--- src/rtl/agex_pkg.sv ---
// Shared definitions for the AGEX-stage multiplier: default widths and the
// controller state type.
package agex_pkg;

   localparam int DBITS     = 32;
   localparam int REGNOBITS = 5;

   typedef enum logic [1:0] {
      IDLE,
      RUN,
      DONE
   } mul_state_t;

endpackage

--- src/rtl/agex_mul_dp.sv ---
// Shift-add multiplier datapath: accumulator, shifting multiplicand and
// shifting multiplier. One partial product is folded in per step.
// Optional feature: MUL_EARLY_TERM_EN reports when the remaining multiplier
// bits are all zero, so the controller can stop iterating early.
module agex_mul_dp #(
   parameter int DBITS = agex_pkg::DBITS
) (
   input  logic             clk,
   input  logic             reset,
   input  logic             load,
   input  logic             step,
   input  logic [DBITS-1:0] opnd_a,
   input  logic [DBITS-1:0] opnd_b,
   output logic [DBITS-1:0] acc_next,
   output logic             mplier_empty
);

   logic [DBITS-1:0] acc;
   logic [DBITS-1:0] mcand;
   logic [DBITS-1:0] mplier;

   // Accumulator value after the current step (wraps modulo 2^DBITS).
   always_comb begin
      // NOTE: every always_comb output gets a default first so no path can infer a latch.
      acc_next = acc;
      if (mplier[0]) acc_next = acc + mcand;
   end

`ifdef MUL_EARLY_TERM_EN
   // Nothing left to add once the multiplier shifted by this step is zero.
   assign mplier_empty = (mplier[DBITS-1:1] == '0);
`else
   assign mplier_empty = 1'b0;
`endif

   // Load fresh operands, or advance one shift-add iteration.
   // NOTE: reset is asynchronous (in the sensitivity list), so it acts without a clock edge.
   always_ff @(posedge clk or posedge reset) begin
      if (reset) begin
         // NOTE: sequential state uses non-blocking assignments so all registers update together.
         acc    <= '0;
         mcand  <= '0;
         mplier <= '0;
      end else if (load) begin
         acc    <= '0;
         mcand  <= opnd_a;
         mplier <= opnd_b;
      end else if (step) begin
         acc    <= acc_next;
         mcand  <= mcand << 1;
         mplier <= mplier >> 1;
      end
   end

endmodule

--- src/rtl/agex_mul_ctrl.sv ---
// Iterative MUL controller for the AGEX stage. Runs a shift-add multiply
// over DBITS cycles while stalling the front end, then pulses res_valid for
// one cycle with the low DBITS bits of the product.
// Optional feature: MUL_EARLY_TERM_EN ends the run as soon as the remaining
// multiplier bits are zero (at least one iteration is always performed).
module agex_mul_ctrl #(
   parameter int DBITS     = 32,
   parameter int REGNOBITS = 5
) (
   input  logic                 clk,
   input  logic                 reset,
   input  logic                 start,
   input  logic [DBITS-1:0]     opnd_a,
   input  logic [DBITS-1:0]     opnd_b,
   input  logic [REGNOBITS-1:0] wregno_in,
   input  logic                 flush,
   output logic                 stall,
   output logic                 res_valid,
   output logic [DBITS-1:0]     result,
   output logic [REGNOBITS-1:0] res_wregno,
   output logic [31:0]          mul_count
);

   import agex_pkg::*;

   localparam int CNT_BITS = (DBITS > 1) ? $clog2(DBITS) : 1;
   localparam logic [CNT_BITS-1:0] LAST_ITER = CNT_BITS'(DBITS - 1);

   mul_state_t           state;
   logic [CNT_BITS-1:0]  iter_cnt;
   logic [REGNOBITS-1:0] wregno_cap;
   logic [DBITS-1:0]     acc_next;
   logic                 mplier_empty;
   logic                 load;
   logic                 step;
   logic                 last_iter;

   // A start is taken only when not iterating and not being killed.
   assign load      = (state != RUN) && start && !flush;
   assign step      = (state == RUN);
   assign last_iter = (iter_cnt == LAST_ITER) || mplier_empty;

   agex_mul_dp #(
      .DBITS(DBITS)
   ) u_dp (
      .clk          (clk),
      .reset        (reset),
      .load         (load),
      .step         (step),
      .opnd_a       (opnd_a),
      .opnd_b       (opnd_b),
      .acc_next     (acc_next),
      .mplier_empty (mplier_empty)
   );

   // Controller FSM with registered stall/result outputs and completion counter.
   always_ff @(posedge clk or posedge reset) begin
      if (reset) begin
         state      <= IDLE;
         iter_cnt   <= '0;
         wregno_cap <= '0;
         stall      <= 1'b0;
         res_valid  <= 1'b0;
         result     <= '0;
         res_wregno <= '0;
         mul_count  <= '0;
      end else begin
         res_valid <= 1'b0;
         // The result pulse now ending counts even if a flush arrives with it.
         if (res_valid) mul_count <= mul_count + 32'd1;

         if (flush) begin
            state <= IDLE;
            stall <= 1'b0;
         end else begin
            case (state)
               RUN: begin
                  iter_cnt <= iter_cnt + CNT_BITS'(1);
                  if (last_iter) begin
                     state      <= DONE;
                     stall      <= 1'b0;
                     res_valid  <= 1'b1;
                     result     <= acc_next;
                     res_wregno <= wregno_cap;
                  end
               end
               default: begin
                  if (start) begin
                     state      <= RUN;
                     stall      <= 1'b1;
                     iter_cnt   <= '0;
                     wregno_cap <= wregno_in;
                  end else begin
                     state <= IDLE;
                  end
               end
            endcase
         end
      end
   end

endmodule

--- config.mk ---
export PLATFORM = sky130hd
export DESIGN_NAME = agex_mul_ctrl
export DESIGN_NICKNAME = d
export VERILOG_FILES = /design/src/rtl/agex_pkg.sv /design/src/rtl/agex_mul_dp.sv /design/src/rtl/agex_mul_ctrl.sv
export SDC_FILE = /design/constraint.sdc
export NUM_CORES = 1
export LEC_CHECK = 0
export ABC_AREA = 1
export CORE_MARGIN = 2
export CORE_UTILIZATION = 50
export CTS_BUF_LIST = sky130_fd_sc_hd__clkbuf_8
export CTS_CLUSTER_DIAMETER = 100
export CTS_CLUSTER_SIZE = 24
export DETAILED_ROUTE_END_ITERATION = 8
export GPL_ROUTABILITY_DRIVEN = 0
export PLACE_DENSITY = 0.83
export SLEW_MARGIN = 15
export SYNTH_ARGS = -nofsm -noshare
export SYNTH_HDL_FRONTEND = slang
export SYNTH_SLANG_ARGS = --single-unit
export TNS_END_PERCENT = 30
--- constraint.sdc ---
create_clock -name clk -period 6.4 [get_ports clk]
set_input_delay 0.64 -clock clk [delete_from_list [all_inputs] [get_ports clk]]
set_output_delay 0.64 -clock clk [all_outputs]
set_load 0.005 [all_outputs]
==> flow_metrics.py, run 1 <==
metrics = {
    "timing": {
        "setup_viol": 0,
        "rsz0062_at_grt": "no",
        "slew_headroom_pct": 27.2,
        "skew_ns": 0.0149,
        "slew_violations": 0,
        "hold_violations": 0,
        "tns_ns": 0,
        "fin_crit_sh_pct": 49.0,
        "finalCriticalPeriod_ns": 3.13,
        "worstMarginPinSlew_ns": 1.09,
        "max_freq_mhz": 319,
    },
    "worst_setup_path": {
        "r2r-start": "state[0]",
        "regToRegSetupSlack_ns": 3.27,
        "worstPathRequired_ns": 6.72,
        "r2r_end": "result[8]",
        "worstPathMaxFanout": 58,
        "crit_type": "reg2reg",
        "start_kind": "flop",
        "endpoint_kind": "flop",
        "reg2reg_depth": 10,
        "cp.arrival_ns": 3.46,
    },
    "cells_and_area": {
        "final_util_pct": 60.8,
        "fillers": 1738,
        "areaGrowthSynthToFinish_pct": 20.2,
        "drive_gt1_share_pct": 5.11,
        "diodes": 0,
        "num-nets-final": 1583,
    },
    "clock_network": {
        "cts_tree": "built",
        "clock_path_buffers": 2,
        "cts_root_buf": "clkbuf_8",
        "clk_pin_slew_ns": 0.10,
        "cts_resized": 0,
        "h-tree-depth": 4,
        "cts_inserted_buffers": 17,
        "cts_hold_buf": 0,
        "post_cts_buffers": 0,
        "clk_latency_ns": 0.48,
        "cts_sinks": 179,
    },
    "routing": {
        "drc_errors": 0,
        "wirelength_microns": 24900,
        "firstDrtPassIters": 5,
        "final_antenna_net_count": 0,
        "vias": 9142,
        "drtIter0Drc": 505,
        "avgViaCountPerCell": 5.20,
        "wire_per_inst_microns": 14.1,
    },
    "min_path": {
        "worstHoldEndpoint": "mul_count[31]",
        "min-delay-start": "mul_count[31]",
        "whs_path_depth": 1,
        "hp-class": "reg2reg",
    },
    "global_route": {
        "grt_max_degree": 73,
        "antenna_found_initial": 0,
        "grt_pass1_vias": 9203,
        "grt_pass1_wl_microns": 42700,
        "grt_overflow": 0,
        "grt_usage_pct": 24.3,
    },
    "yosys": {
        "synth_edf_count": 0,
        "synthesis.nets": 1456,
        "yosysSeqAreaShare_pct": 44.0,
        "syn_area_per_cell_sq_um": 7.55,
        "synth_commonest_cells": "nand2_1, inv_1, dfrtp_1",
        "yosysUniqueCellTypes": 38,
        "synthArstFlopShare_pct": 100,
        "synth.area.top_cells": "dfrtp_1, nand2_1, inv_1",
        "yosysMostFrequentCell": "nand2_1",
        "synth_cells": 1348,
        "synth_top_area_cell": "dfrtp_1",
        "ys_seq_elements": 179,
        "yosys_warnings": 0,
        "synth_area_sq_um": 10200,
        "synth-main-ff-cell": "dfrtp_1",
        "synth_top_area_share_pct": 44.0,
    },
    "floorplanning": {
        "dieHeight_microns": 147,
        "die_w_microns": 147,
        "ios": 144,
        "core_area_sq_um": 20100,
        "die_area_sq_um": 21500,
        "start_util_pct": 50.6,
        "row_count": 52,
    },
    "pwr": {
        "p_leak_uw": 0.00634,
        "power.density_nw_per_um2": 301,
        "worst_ir_drop_vdd_mv": 0.174,
    },
    "placement": {
        "dp_hpwl_microns": 18200,
        "io_buffer_count": 143,
    },
    "status": {
        "outcome": "complete, no violations",
    },
    "job": {
        "maxCapViolCount": 0,
    },
}
flip-flops by register name, summed over array words and instances, names as in the netlist:
name and count:
u_dp.mplier 32, result 32, res_valid 1, u_dp.acc 32
res_wregno 5, wregno_cap 5, stall 1, u_dp.mcand 32
state 2, iter_cnt 5, mul_count 32
logic make-up (layout without fill, tap and decap cells):
| group | count (synthesis) | after routing | share of synthesized area [%] |
|---|---|---|---|
| and+or+nand+nor | 682 | 682 | 28.4 |
| buffers and inverters | 260 | 400 | 9.74 |
| DFF | 179 | 179 | 44.0 |
| AOI/OAI and AO/OA | 148 | 148 | 9.63 |
| xor gates and xnor gates | 44 | 44 | 3.79 |
| adders and majority gates | 35 | 35 | 4.38 |
where the power goes:
| group | total, uW | internal [uW] | switching, uW |
|---|---|---|---|
| Sequential | 1490 | 1320 | 169 |
| Combinational | 1420 | 534 | 885 |
| Clock | 768 | 293 | 475 |
| Total | 3680 | 2150 | 1530 |
area by class of cell:
type	count	area (sq um)	share of cell area, %
clock buffer	17	234	1.91
clock inverter	15	160	1.31
inverter	219	827	6.76
multi-input combinational	909	4710	38.5
sequential	179	4480	36.6
tap	270	338	2.76
timing repair buffer	149	1480	12.1
critical path, stage by stage, from the launching register on:
cell	delay [ns]
dfrtp_1	0.37
inv_1	0.06
nor2_2	0.03
buf_4	0.28
inv_2	0.80
nor2_4	0.07
inv_2	0.19
nor2_4	0.03
buf_4	0.23
inv_2	0.63
o21ai_0	0.21
layout by cell type, fill, tap and decap left out, types with 7 or more instances in the layout:
cell type        netlist  final
nand2_1              457    456
inv_1                214    213
dfrtp_1              179    178
clkdlybuf4s50_1        0    143
nand3_1              110    110
nor2_1                60     59
o221ai_1              40     40
o21ai_0               40     40
ha_1                  34     34
xor2_1                29     29
a21oi_1               23     23
a22oi_1               17     17
clkbuf_8               0     17
or2_2                 16     16
xnor2_1               15     15
o211ai_1              11     11
nand4_1               10     10
nor3_1                 8      8
o22ai_1                7      7
layer usage:
metal  GRT usage (%)  wire length (microns)
met4            8.59                    553
met1            32.5                  11100
met2            39.5                  11400
met5               0                      0
met3            5.03                   1800
how the worst max path moves through the flow:
stage / endpoint / startpoint / slack, ns
5_1_grt: result[8] / state[0] / 3.01
3_5_place_dp: result[8] / state[0] / 3.31
4_1_cts: result[8] / state[0] / 3.27
3_3_place_gp: result[8] / state[0] / 3.39
6_report: result[8] / state[0] / 3.27
2_1_floorplan: iter_cnt[0] / reset / 0.90
metrics by stage:
| step | hold slack (ns) | setup slack [ns] | power (uW) | std cells | cell area [sq um] |
|---|---|---|---|---|---|
| after floorplan | 0.440 | 0.901 | 2520 | 1348 | 10200 |
| after global placement | 0.456 | 3.39 | 2840 | 1726 | 11800 |
| after detailed placement | 0.460 | 3.31 | 2900 | 1726 | 11800 |
| after CTS | 0.478 | 3.27 | 3670 | 1758 | 12200 |
| after global routing | 0.511 | 3.01 | 3970 | 1758 | 12200 |
| final | 0.470 | 3.27 | 3680 | 1758 | 12200 |
Power figures use the tool's default switching activity.
==> run 2: changes to the inputs <==
--- a/config.mk
+++ b/config.mk
@@ -13,7 +13,7 @@
 export CTS_CLUSTER_SIZE = 24
 export DETAILED_ROUTE_END_ITERATION = 8
 export GPL_ROUTABILITY_DRIVEN = 0
-export PLACE_DENSITY = 0.83
+export PLACE_DENSITY = 0.86
 export SLEW_MARGIN = 15
 export SYNTH_ARGS = -nofsm -noshare
 export SYNTH_HDL_FRONTEND = slang
==> constraint.sdc (replaced) <==
create_clock -name clk -period 2.6 [get_ports clk]
set_input_delay 0.26 -clock clk [delete_from_list [all_inputs] [get_ports clk]]
set_output_delay 0.26 -clock clk [all_outputs]
set_load 0.005 [all_outputs]
==> flow_metrics.py, run 2 (same netlist as run 1, synthesis figures left out) <==
metrics = {
    "pwr": {
        "worst_ir_drop_vdd_mv": 0.479,
        "p_leak_uw": 0.00644,
        "combPwrFrac_pct": 39.0,
        "switchingPower_uw": 3750,
        "power.density_nw_per_um2": 740,
        "p_clk_share_pct": 21.5,
        "pwr-share-seq_pct": 39.5,
        "switching_share_pct": 40.8,
        "p_int_uw": 5430,
    },
    "worst_setup_path": {
        "crit_path_top_delay_cell": "fa_1",
        "cp_top_family": "simple AND/OR/NAND/NOR gates",
        "start_kind": "flop",
        "cp.arrival_ns": 2.59,
        "crit_path_max_incr_delay_ns": 0.45,
        "endpoint_kind": "flop",
        "path_common_cell": "nand3_1",
        "worstPathRequired_ns": 2.94,
        "worst-path-buf-inv": 0,
        "worstPathMaxFanout": 5,
        "crit_chain": "ha_1 -> fa_1 -> nand3_1 -> nand3_1 -> nand3_1 -> nand3_1 -> nand2_1 -> nand2_1 -> nand2_1 -> nand3_1 -> nand3_1 -> o21ai_0",
        "crit_type": "reg2reg",
    },
    "routing": {
        "final_antenna_net_count": 0,
        "wire_per_inst_microns": 14.4,
        "drtIter0Drc": 607,
        "drc_errors": 0,
        "wirelength_microns": 25400,
        "firstDrtPassIters": 5,
        "avgViaCountPerCell": 5.26,
        "vias": 9296,
    },
    "clock_network": {
        "cts_sinks": 179,
        "h-tree-depth": 4,
        "post_cts_buffers": 0,
        "cts_hold_buf": 0,
        "clk_pin_slew_ns": 0.10,
        "clk_latency_ns": 0.47,
        "cts_inserted_buffers": 17,
        "cts_root_buf": "clkbuf_8",
        "cts_tree": "built",
        "clock_path_buffers": 2,
        "cts_resized": 0,
    },
    "placement": {
        "dp_slack_ns": 0.401,
        "dpl_cell_area_sq_um": 12000,
        "dp_hpwl_microns": 19000,
        "dpl.cell_count": 1736,
        "io_buffer_count": 143,
    },
    "cells_and_area": {
        "register_area_sq_um": 4480,
        "drive_gt1_share_pct": 5.67,
        "stdcell_area_sq_um": 12400,
        "mostFrequentLayoutCells": "nand2_1, inv_1, dfrtp_1",
        "final_common_cell": "nand2_1",
        "multiInputGateArea_sq_um": 4710,
        "num-nets-final": 1593,
        "fin_cells": 1768,
        "areaGrowthSynthToFinish_pct": 21.9,
        "final_util_pct": 61.7,
        "fillers": 1690,
        "diodes": 0,
    },
    "floorplanning": {
        "die_area_sq_um": 21500,
        "start_util_pct": 50.6,
        "die_w_microns": 147,
        "ios": 144,
        "row_count": 52,
        "dieHeight_microns": 147,
        "core_area_sq_um": 20100,
    },
    "status": {
        "outcome": "complete, no violations",
    },
    "timing": {
        "finalCriticalPeriod_ns": 2.25,
        "rsz0062_at_grt": "no",
        "worst_slack_ns": 0.353,
        "slew_violations": 0,
        "fin_crit_sh_pct": 86.4,
        "setup_viol": 0,
        "hold_violations": 0,
        "skew_ns": 0.0140,
        "max_freq_mhz": 445,
        "tns_ns": 0,
        "slew_headroom_pct": 49.1,
        "worstMarginPinSlew_ns": 0.761,
    },
    "global_route": {
        "grt_usage_pct": 24.4,
        "grt_pass1_wl_microns": 42600,
        "antenna_found_initial": 0,
        "grt_max_degree": 63,
        "grt_pass1_vias": 8828,
        "grt_overflow": 0,
    },
    "job": {
        "maxCapViolCount": 0,
    },
    "min_path": {
        "hp-class": "in2async",
    },
}
run 2: worst paths after layout:
path                                     from        endpoint  slack (ns)  depth (start not counted)
worst max-delay path            u_dp.mcand[0]    u_dp.acc[20]        0.35                         12
worst min-delay path                    reset    mul_count[1]        0.27                          2
worst max register to register  u_dp.mcand[0]    u_dp.acc[20]        0.35                         12
worst min register to register  mul_count[31]   mul_count[31]        0.47                          1
max in group asynchronous               reset  u_dp.mcand[11]        1.64                          3
min in group clk                 wregno_in[1]   wregno_cap[1]        0.35                          3
run 2: stage by stage:
step           total power (uW)  hold slack, ns
4_1_cts                    9150           0.269
6_report                   9180           0.272
3_5_place_dp               7160           0.465
3_3_place_gp               7020           0.451
2_1_floorplan              6210           0.377
5_1_grt                    9870           0.299
run 2: final cells by class:
| type | count | area share [%] |
|---|---|---|
| timing repair buffer | 159 | 13.2 |
| inverter | 219 | 6.66 |
| clock buffer | 18 | 2.00 |
| tap | 270 | 2.72 |
| multi-input combinational | 909 | 38.0 |
| sequential | 179 | 36.1 |
| clock inverter | 14 | 1.28 |
run 2: power groups by stage:
stage | Clock, uW | Sequential, uW | Combinational, uW
floorplan | 0 | 3520 | 2680
global placement | 0 | 3640 | 3380
detailed placement | 0 | 3650 | 3510
CTS | 2010 | 3610 | 3530
global route | 2130 | 3670 | 4060
finish | 1970 | 3620 | 3580
run 2: metal layers:
layer,vias to the layer above,global-route usage [%],wire (microns)
li1,4568,-,-
met1,4317,33.2,11100
met2,375,39.4,11800
met3,36,4.81,2120
met4,0,7.67,434
met5,-,0,0
